**src/rtl/spi_target.sv**
```systemverilog
// spi_target: SPI target (slave) PHY.
// Synchronizes the asynchronous sck/mosi/cs_n pins onto clk100mhz, shifts in
// 1..32-bit words and shifts out words preloaded through a single-entry TX
// holding register. All four CPOL/CPHA modes, multiple words per CS_n frame.
//
// Ports
//   clk100mhz, rst      system clock, synchronous active-high reset
//   cpol, cpha          SPI mode, latched at frame start
//   len[4:0]            word length minus 1, latched at each word start
//   tx_data/valid/ready response word handshake (bit [len] sent first)
//   rx_data, rx_valid   received word (right-aligned) and its one-cycle strobe
//   tx_underrun         word started with an empty holding register
//   abort               CS_n deasserted mid-word
//   busy                frame active
//   sck, mosi, cs_n     asynchronous pins
//   miso, miso_oe       serial data out and its tri-state enable
//
// state  | meaning
// IDLE   | waiting for a cs_n falling edge; pin activity ignored
// ACTIVE | frame in progress; shifting words until cs_n rises
module spi_target #(
  parameter int SYNC_STAGES = 2
) (
  input  logic        clk100mhz,
  input  logic        rst,
  input  logic        cpol,
  input  logic        cpha,
  input  logic [4:0]  len,
  input  logic [31:0] tx_data,
  input  logic        tx_valid,
  output logic        tx_ready,
  output logic [31:0] rx_data,
  output logic        rx_valid,
  output logic        tx_underrun,
  output logic        abort,
  output logic        busy,
  input  logic        sck,
  input  logic        mosi,
  input  logic        cs_n,
  output logic        miso,
  output logic        miso_oe
);

  typedef enum logic {IDLE, ACTIVE} state_t;

  state_t state, state_next;

  logic [SYNC_STAGES-1:0] sck_ff, mosi_ff, cs_ff;
  logic sck_d, cs_d, mosi_q;
  logic ev_sck_rise, ev_sck_fall, ev_cs_rise, ev_cs_fall;

  // The cs_n chain and its edge register reset to "low" so a falling edge
  // can only be seen after cs_n has been observed high. A reset taken
  // mid-frame therefore ignores the remainder of that frame.
  always_ff @(posedge clk100mhz) begin
    if (rst) begin
      sck_ff      <= '0;
      mosi_ff     <= '0;
      cs_ff       <= '0;
      sck_d       <= 1'b0;
      cs_d        <= 1'b0;
      mosi_q      <= 1'b0;
      ev_sck_rise <= 1'b0;
      ev_sck_fall <= 1'b0;
      ev_cs_rise  <= 1'b0;
      ev_cs_fall  <= 1'b0;
    end else begin
      sck_ff      <= {sck_ff[SYNC_STAGES-2:0], sck};
      mosi_ff     <= {mosi_ff[SYNC_STAGES-2:0], mosi};
      cs_ff       <= {cs_ff[SYNC_STAGES-2:0], cs_n};
      sck_d       <= sck_ff[SYNC_STAGES-1];
      cs_d        <= cs_ff[SYNC_STAGES-1];
      // Events are registered together with mosi so the sampled bit lines
      // up with the sck edge that selected it.
      mosi_q      <= mosi_ff[SYNC_STAGES-1];
      ev_sck_rise <= sck_ff[SYNC_STAGES-1] & ~sck_d;
      ev_sck_fall <= ~sck_ff[SYNC_STAGES-1] & sck_d;
      ev_cs_rise  <= cs_ff[SYNC_STAGES-1] & ~cs_d;
      ev_cs_fall  <= ~cs_ff[SYNC_STAGES-1] & cs_d;
    end
  end

  logic        cpol_q, cpha_q;
  logic [4:0]  len_q;
  logic [5:0]  cnt;
  logic        word_pending;
  logic [31:0] tx_sr;
  logic [30:0] rx_sr;
  logic [31:0] hold;
  logic        hold_full;

  logic sck_lead, sck_trail, shift_edge, sample_edge;
  logic frame_start, frame_end, word_start, shift_bit, sample_bit;

  assign sck_lead    = cpol_q ? ev_sck_fall : ev_sck_rise;
  assign sck_trail   = cpol_q ? ev_sck_rise : ev_sck_fall;
  assign shift_edge  = cpha_q ? sck_lead : sck_trail;
  assign sample_edge = cpha_q ? sck_trail : sck_lead;

  always_ff @(posedge clk100mhz) begin
    if (rst) state <= IDLE;
    else     state <= state_next;
  end

  always_comb begin
    state_next  = state;
    frame_start = 1'b0;
    frame_end   = 1'b0;
    word_start  = 1'b0;
    shift_bit   = 1'b0;
    sample_bit  = 1'b0;
    case (state)
      IDLE: begin
        if (ev_cs_fall) begin
          state_next  = ACTIVE;
          frame_start = 1'b1;
          // cpha=0 drives the first MSB right away; cpha=1 waits for the
          // first leading edge.
          word_start  = ~cpha;
        end
      end
      ACTIVE: begin
        if (ev_cs_rise) begin
          state_next = IDLE;
          frame_end  = 1'b1;
        end else begin
          if (shift_edge) begin
            if (word_pending)  word_start = 1'b1;
            else if (cnt != 0) shift_bit  = 1'b1;
          end
          sample_bit = sample_edge & ~word_pending;
        end
      end
      default: state_next = IDLE;
    endcase
  end

  logic [31:0] load_word, rx_next, rx_mask;
  logic [4:0]  shift_idx;

  assign load_word = hold_full ? hold : 32'd0;
  assign shift_idx = len_q - cnt[4:0];
  assign rx_next   = {rx_sr, mosi_q};
  assign rx_mask   = ~(32'hFFFF_FFFE << len_q);

  always_ff @(posedge clk100mhz) begin
    if (rst) begin
      cpol_q       <= 1'b0;
      cpha_q       <= 1'b0;
      len_q        <= '0;
      cnt          <= '0;
      word_pending <= 1'b0;
      tx_sr        <= '0;
      rx_sr        <= '0;
      miso         <= 1'b0;
      rx_data      <= '0;
      rx_valid     <= 1'b0;
      tx_underrun  <= 1'b0;
      abort        <= 1'b0;
      hold         <= '0;
      hold_full    <= 1'b0;
    end else begin
      rx_valid    <= 1'b0;
      tx_underrun <= 1'b0;
      abort       <= 1'b0;

      if (frame_start) begin
        cpol_q       <= cpol;
        cpha_q       <= cpha;
        cnt          <= '0;
        word_pending <= cpha;
      end

      if (frame_end) begin
        word_pending <= 1'b0;
        cnt          <= '0;
        if (cnt != 0) abort <= 1'b1;
      end

      if (word_start) begin
        len_q        <= len;
        tx_sr        <= load_word;
        miso         <= load_word[len];
        tx_underrun  <= ~hold_full;
        cnt          <= '0;
        word_pending <= 1'b0;
      end

      if (shift_bit) miso <= tx_sr[shift_idx];

      if (sample_bit) begin
        rx_sr <= rx_next[30:0];
        if (cnt == {1'b0, len_q}) begin
          rx_data      <= rx_next & rx_mask;
          rx_valid     <= 1'b1;
          cnt          <= '0;
          word_pending <= 1'b1;
        end else begin
          cnt <= cnt + 6'd1;
        end
      end

      // Consumption sees the old contents; a write lands only if the
      // register was already empty going into this cycle.
      if (word_start) hold_full <= 1'b0;
      if (tx_valid && !hold_full) begin
        hold      <= tx_data;
        hold_full <= 1'b1;
      end
    end
  end

  assign tx_ready = ~hold_full;
  assign busy     = (state == ACTIVE);
  assign miso_oe  = busy;

endmodule

```
**config.mk**
```make
export PLATFORM = sky130hd
export DESIGN_NAME = spi_target
export DESIGN_NICKNAME = d
export VERILOG_FILES = /design/src/rtl/spi_target.sv
export SDC_FILE = /design/constraint.sdc
export NUM_CORES = 1
export LEC_CHECK = 0
export BUFFER_PORTS_ARGS = -buffer_cell sky130_fd_sc_hd__buf_4
export CELL_PAD_IN_SITES_DETAIL_PLACEMENT = 1
export CELL_PAD_IN_SITES_GLOBAL_PLACEMENT = 1
export CORE_UTILIZATION = 43
export CTS_CLUSTER_DIAMETER = 80
export DETAILED_ROUTE_END_ITERATION = 8
export PLACE_DENSITY_LB_ADDON = 0.1
export SLEW_MARGIN = 40
export SYNTH_ARGS = -nofsm -noshare
export SYNTH_HDL_FRONTEND = slang
export SYNTH_SLANG_ARGS = --single-unit
```
**constraint.sdc**
```tcl
create_clock -name clk100mhz -period 3.4 [get_ports clk100mhz]
set_input_delay 0.34 -clock clk100mhz [delete_from_list [all_inputs] [get_ports clk100mhz]]
set_output_delay 0.34 -clock clk100mhz [all_outputs]
set_load 0.05 [all_outputs]
```
# == Word level (Yosys, flattened, before mapping) ==
# Index checks and enable logic that the tools add are counted.
# totals
in_bits,45
wordCells,101
register_bits,160
# op_classes
magnitude_cmp,2
bitwise,18
shifts,1
reduce_logical,10
mux,42
add_sub_neg,2
eq_ne,1
# op_table
cell,n
32-bit bitwise AND,1
1-bit two-way mux,32
32-bit two-way mux,1
32-bit NOT,1
32-bit by 5-bit left shift with 32-bit output (first input constant),1
6-bit two-way mux,5
5-bit by 6-bit < comparator with 1-bit output (second input constant),2
1-bit NOT,11
1-bit binary-select mux with 5-bit select,2
6-bit by 1-bit adder with 6-bit output (second input constant),1
6-bit by 5-bit equality test with 1-bit output,1
6-bit nonzero test,1
2-bit OR reduction,3
1-bit bitwise AND,5
5-bit subtractor,1
1-bit case mux with 2 select lines,2
2-bit nonzero test,2
4-bit nonzero test,1
2-bit AND reduction,1
1-bit logical AND,1
1-bit logical NOT,1

# == Depth between registers and ports, before layout ==
# Gate-level depths: netlist of run 1.
# depth
ltp_word,8
mapped_depth,10

# == Worst setup path after synthesis of run 1 ==
# No wires, ideal clock.
# synth_path
path_kind,reg-to-reg
startpoint,reg len_q[0]
endpoint,reg miso
arrival_ns,2.733
required_ns,3.266
n_path_buf,0
slack_ns,0.533
period_less_slack_ns,2.867
path_stages_with_launch,10
path_cell_list,dfxtp_1 > inv_1 > ha_1 > fa_1 > xnor2_2 > mux4_2 > nor2b_1 > a2111oi_0 > o211a_1 > nor4_1
# synth_via
elab_chain_len,4
# synth_rtl
item,line_no,source
start: declaration,84,logic [4:0] len_q;
start signal: assignment,181,len_q <= len;
5-bit subtractor,142,assign shift_idx = len_q - cnt[4:0];
1-bit binary-select mux with 5-bit select,189,if (shift_bit) miso <= tx_sr[shift_idx];
1-bit two-way mux (implied by the code),189,
1-bit two-way mux,189,
end signal: assignment,183,miso <= load_word[len];
end signal: assignment,189,
end: declaration,40,"output logic miso,"
# No other way between the ends. The select of a mux whose other input is x is not followed.
# A chain may end at the register's enable or synchronous reset.

# == Final worst setup path of run 1 ==
# layout_path
startpoint,reg len_q[1]
endpoint,reg miso
# The elaborated chain is that of the path after synthesis.

==> results of run 1 <==
-- sequential cells by signal, summed over array words and instances, names as in the netlist, 2 cells and up --
name,flops
rx_sr,31
sck_ff,2
hold,32
mosi_ff,2
rx_data,32
cnt,6
tx_sr,32
len_q,5
cs_ff,2
-- cells by family after synthesis --
group,Yosys count
buffers and inverters,73
xor gates and xnor gates,4
muxes,26
DFF,160
adders and majority gates,7
AOI/OAI and AO/OA,196
and+or+nand+nor,331
-- final timing paths --
path	startpoint	to	slack, ps	depth (start not counted)
setup / recovery	len_q[1]	miso	240	8
hold / removal	mosi	mosi_ff[0]	120	2
setup reg to reg	len_q[1]	miso	240	8
hold reg to reg	cs_d	ev_cs_rise	410	1
-- metal layers --
| layer | up-vias | global-route usage [%] | share of wire (%) |
|---|---|---|---|
| met5 | - | 0 | 0 |
| met4 | 0 | 8.86 | 1.4 |
| met3 | 23 | 4.33 | 3.3 |
| met2 | 108 | 41.4 | 49 |
| met1 | 2891 | 31.3 | 46 |
| li1 | 2845 | - | - |
-- through the flow --
stage          cells  hold slack [ps]
2_1_floorplan    797              383
3_3_place_gp    1013              393
3_5_place_dp    1013              413
4_1_cts         1045              109
5_1_grt         1045              122
6_report        1045              124
-- critical path, stage by stage (launching register included) --
cell and delay (ps):
sky130_fd_sc_hd__dfxtp_1 470, sky130_fd_sc_hd__inv_1 150, sky130_fd_sc_hd__fa_1 490, sky130_fd_sc_hd__xnor2_2 450
sky130_fd_sc_hd__mux4_1 620, sky130_fd_sc_hd__mux2i_1 170, sky130_fd_sc_hd__o21ai_0 160, sky130_fd_sc_hd__a2111oi_2 390
sky130_fd_sc_hd__nor4_1 90
-- final cells by class --
cell class,instances,area (µm²),share of cell area (%)
Sequential cell,160,3200,40.1
Multi-Input combinational cell,564,3150,39.4
Timing Repair Buffer,94,718,8.99
Clock buffer,22,464,5.81
Tap cell,184,230,2.88
Clock inverter,10,181,2.27
Inverter,11,41.3,0.517
-- power groups by stage --
stage               Combinational, W  Sequential (W)  Clock (W)
floorplan                   0.000132         0.00197          0
global placement            0.000196         0.00198          0
detailed placement          0.000204         0.00198          0
CTS                         0.000205         0.00194    0.00212
global route                0.000226         0.00195    0.00220
finish                      0.000205         0.00194    0.00209
-- layout by cell type (no fill, tap or decap), drive strengths merged, types with 3 or more instances in the layout --
cell / count
o21a: 4
inv: 12
clkbuf: 22
nor2: 17
mux2i: 12
or3: 5
o21ai: 10
xnor2: 3
nand3: 50
a21oi: 143
ha: 6
a21o: 5
clkinv: 3
nor2b: 19
nand2: 210
nand2b: 3
o211ai: 8
bufinv: 5
nand4: 7
mux4: 12
dfxtp: 160
o2111ai: 5
a31o: 3
and3: 3
buf: 94
nor3: 5
==> metrics.csv, run 1 <==
metric;value;unit
final-hold-violation-count;0;
power_frac_seq;45.9;%
powerDensity;530;mW/mm²
fillers;1753;
place_congestion;0.852;
critPathCaptureType;register;
cts_num_sinks;160;
synth.largest_area_cell;sky130_fd_sc_hd__dfxtp_1;
grt_use_total;24.5;%
dr_total_vias;5867;
overflow;0;
reported_net_switching_power;0.000901;W
worstMarginPinSlew;821;ps
post_synth.cell_area_avg;8.31;µm²
arrival;3420;ps
maxClockFrequency;317;MHz
synth.yosys.seq_area_share;48.4;%
routedWlPerCell;17.7;µm
cts.reportedPaths.clkPinSlew;60;ps
die_height;126;µm
placementRows;44;
area.growth.synth_to_final;20.6;%
synthMuxAreaShare;6.46;%
switching_share;21.3;%
critPathRequiredTime;3670;ps
drt_pass1_iterations;4;
slew_viol_final;0;
die_width;126;µm
insertion_delay;420;ps
report.power.total;0.00423;W
design.core.area;0.0148;mm²
post-route-cell-area;0.00799;mm²
fin_nets;900;
antenna_found_initial;0;
initial_utilization;44.9;%
peakVddDrop;0.321;mV
drt_iter0_markers;391;
rsz0062_at_grt;false;
p_clk_share;49.3;%
floorplan.io_pins;84;
top_ff_cell_synth;sky130_fd_sc_hd__dfxtp_1;
post_synth_and_or_nand_nor_area_fraction;21.9;%
tritoncts;yes;
cts_hold_buffers;0;
layout-drive-gt1-share;16.8;%
ctsLongestPathBuffers;2;
asyncSetResetFlopFracSynth;0;%
synth.cell_area;0.00662;mm²
synth_top_family_by_area;simple AND/OR/NAND/NOR gates;
path_class;register to register;
htree_levels;4;
first_global_vias;6137;
dpl-instance-area;0.00734;mm²
synth-compound-area-share;16.8;%
synth_cell_types;54;
timing.setup.tns;0;ps
power.share.combinational;4.8;%
timing.final.ws_setup;243;ps
route.detailed.vias_per_inst;5.61;
synthMostInstantiatedCell;sky130_fd_sc_hd__nand2_1;
place.port_buffers;83;
synth_xor_area_share;0.643;%
intPower;0.00333;W
cp_launch_type;register;
post_cts_resized;0;
report.final.setup_viol;0;
outcome;complete, no violations;
post-route-period-util;92.8;%
drc;0;
ys_ff_latch;160;
diodes;0;
grt_first_pass_wirelength;30.8;mm
setup_bufs_post_cts;0;
yosys-top-cells-count;210 x sky130_fd_sc_hd__nand2_1, 160 x sky130_fd_sc_hd__dfxtp_1, 143 x sky130_fd_sc_hd__a21oi_1, 50 x sky130_fd_sc_hd__clkbuf_1, 50 x sky130_fd_sc_hd__nand3_1;
syn-instance-count;797;
hpwlAfterDp;12.2;mm
relative_slew_slack;45.3;%
grt_start_max_net_pins;85;
mappedNetlistNets;849;
drv.max_cap_violation_count;0;
clock_skew;5.38;ps
wl;18.5;mm
hold_path_class;input port to register;
synth_adder_area_share;1.44;%
dpl_worst_slack;254;ps
synth-edff-count;0;
fraction_of_synthesized_cell_area_taken_by_the_top_area_cell_type;48.4;%
worstPathMaxFanout;8;
min_period;3160;ps
p_leak;2.99;nW
die_area;0.0159;mm²
final_core_util;54.1;%
yosys_warnings;0;
cts.root.buffer_cell;sky130_fd_sc_hd__clkbuf_16;
cts-buffers-inserted;17;
netlist_top_cells_area;sky130_fd_sc_hd__dfxtp_1 48%, sky130_fd_sc_hd__nand2_1 12%, sky130_fd_sc_hd__a21oi_1 11%, sky130_fd_sc_hd__nand3_1 3.8%, sky130_fd_sc_hd__clkbuf_1 2.8%;
final_antenna_violating_net_count;0;
No activity file was read; power rests on OpenSTA's default activity.
==> run 2, diff against run 1 <==
MAX_ROUTING_LAYER = met4   (was default)
==> metrics.csv, run 2 (synthesis results as in run 1) <==
metric;value;unit
grt_use_total;25.2;%
die_area;0.0159;mm²
rsz0062_at_grt;false;
grt_use_met2;41.5;%
relative_slew_slack;45.4;%
maxClockFrequency;318;MHz
placementRows;44;
power.share.combinational;4.8;%
reported_net_switching_power;0.000905;W
crit_path_start;len_q[1];
hold_path_class;input port to register;
most-common-layout-cells;210 x sky130_fd_sc_hd__nand2_1, 159 x sky130_fd_sc_hd__dfxtp_1, 143 x sky130_fd_sc_hd__a21oi_1;
gr-usage-met3;4.33;%
setup.worst_path.end;miso;
timing.setup.tns;0;ps
cts.root.buffer_cell;sky130_fd_sc_hd__clkbuf_16;
p_leak;2.99;nW
dpl.cell_count;1013;
cp_launch_type;register;
critPathCaptureType;register;
power_frac_seq;45.9;%
route.detailed.vias_per_inst;5.62;
rr_worst_depth;9;
grt_start_max_net_pins;85;
dpl-instance-area;0.00734;mm²
p_clk_share;49.3;%
outcome;complete, no violations;
grt_first_pass_wirelength;30.7;mm
setup_bufs_post_cts;0;
layout-drive-gt1-share;16.8;%
initial_utilization;44.9;%
final_antenna_violating_net_count;0;
intPower;0.00333;W
routedWlPerCell;17.7;µm
tritoncts;yes;
floorplan.io_pins;84;
path_class;register to register;
area.growth.synth_to_final;20.6;%
antenna_found_initial;0;
post-route-period-util;92.5;%
worstPathMaxFanout;8;
min_period;3140;ps
drv.max_cap_violation_count;0;
reg_top3;hold x32, rx_data x32, tx_sr x32;
dr_total_vias;5878;
wl;18.5;mm
hpwlAfterDp;12.2;mm
design.core.area;0.0148;mm²
critPathRequiredTime;3670;ps
overflow;0;
arrival;3410;ps
ctsLongestPathBuffers;2;
htree_levels;4;
clock_skew;5.18;ps
worstReg2RegEnd;miso;
fin_nets;900;
final_common_cell;sky130_fd_sc_hd__nand2_1;
cts_num_sinks;160;
first_global_vias;6142;
die_height;126;µm
place.port_buffers;83;
place_congestion;0.866;
cts-buffers-inserted;17;
final_core_util;54.1;%
drt_pass1_iterations;4;
post-route-cell-area;0.00799;mm²
diodes;0;
post_layout_nonfiller_instances;1045;
drt_iter0_markers;385;
grt.busiest_layer;met2;
peakVddDrop;0.323;mV
post_cts_resized;0;
timing.rr.start;len_q[1];
final-hold-violation-count;0;
drc;0;
slew_viol_final;0;
switching_share;21.4;%
cts.reportedPaths.clkPinSlew;60;ps
groute.layer.met1.usage;31.1;%
die_width;126;µm
worstMarginPinSlew;818;ps
worst_r2r_setup_slack;260;ps
cts_hold_buffers;0;
insertion_delay;430;ps
report.final.setup_viol;0;
powerDensity;530;mW/mm²
[run 2: cell counts in the layout (fill, tap and decap cells not counted)]
Identical to the previous run, type by type.
[run 2: area by class of cell]
| type | count | area (µm²) |
|---|---|---|
| repair buffers | 94 | 718 |
| clock inverters | 10 | 181 |
| fillers | 1753 | 6770 |
| multi-input cells | 564 | 3150 |
| flip-flops and latches | 160 | 3200 |
| clock buffers | 22 | 464 |
| well taps | 184 | 230 |
| inverters | 11 | 41.3 |
[run 2: worst max-delay path: stages, from the launching register on]
cell                        delay (ps)
sky130_fd_sc_hd__dfxtp_1           470
sky130_fd_sc_hd__inv_1             150
sky130_fd_sc_hd__fa_1              490
sky130_fd_sc_hd__xnor2_2           460
sky130_fd_sc_hd__buf_4             230
sky130_fd_sc_hd__mux4_2            500
sky130_fd_sc_hd__mux2i_1           150
sky130_fd_sc_hd__nand3_1           120
sky130_fd_sc_hd__a2111oi_2         330
sky130_fd_sc_hd__nor4_1             90
[run 2: metrics by stage]
| stage | hold slack, ps | setup slack [ps] | total power, W |
|---|---|---|---|
| 2_1_floorplan | 383 | 533 | 0.00210 |
| 3_3_place_gp | 393 | 389 | 0.00218 |
| 3_5_place_dp | 413 | 254 | 0.00219 |
| 4_1_cts | 109 | 247 | 0.00426 |
| 5_1_grt | 122 | 48.4 | 0.00437 |
| 6_report | 123 | 256 | 0.00424 |
[run 2: power groups by stage]
stage / registers, W / clock network [W] / logic (W)
finish: 0.00194 / 0.00209 / 0.000205
global route: 0.00195 / 0.00220 / 0.000226
CTS: 0.00194 / 0.00212 / 0.000205
detailed placement: 0.00198 / 0 / 0.000204
global placement: 0.00198 / 0 / 0.000196
floorplan: 0.00197 / 0 / 0.000132
[run 2: how the worst min path moves through the flow]
stage / from / endpoint / slack, ps / cells after the start
floorplan: cs_d / ev_cs_rise / 380 / 1
global placement: cs_d / ev_cs_rise / 390 / 1
detailed placement: cs_ff[1] / ev_cs_fall / 410 / 1
CTS: mosi / mosi_ff[0] / 110 / 2
global route: mosi / mosi_ff[0] / 120 / 2
finish: mosi / mosi_ff[0] / 120 / 2
[run 2: metal layers]
layer	wire length, µm	share of wire (%)
met4	263	1.4
met2	9200	50
met3	547	3.0
met5	0	0
met1	8460	46
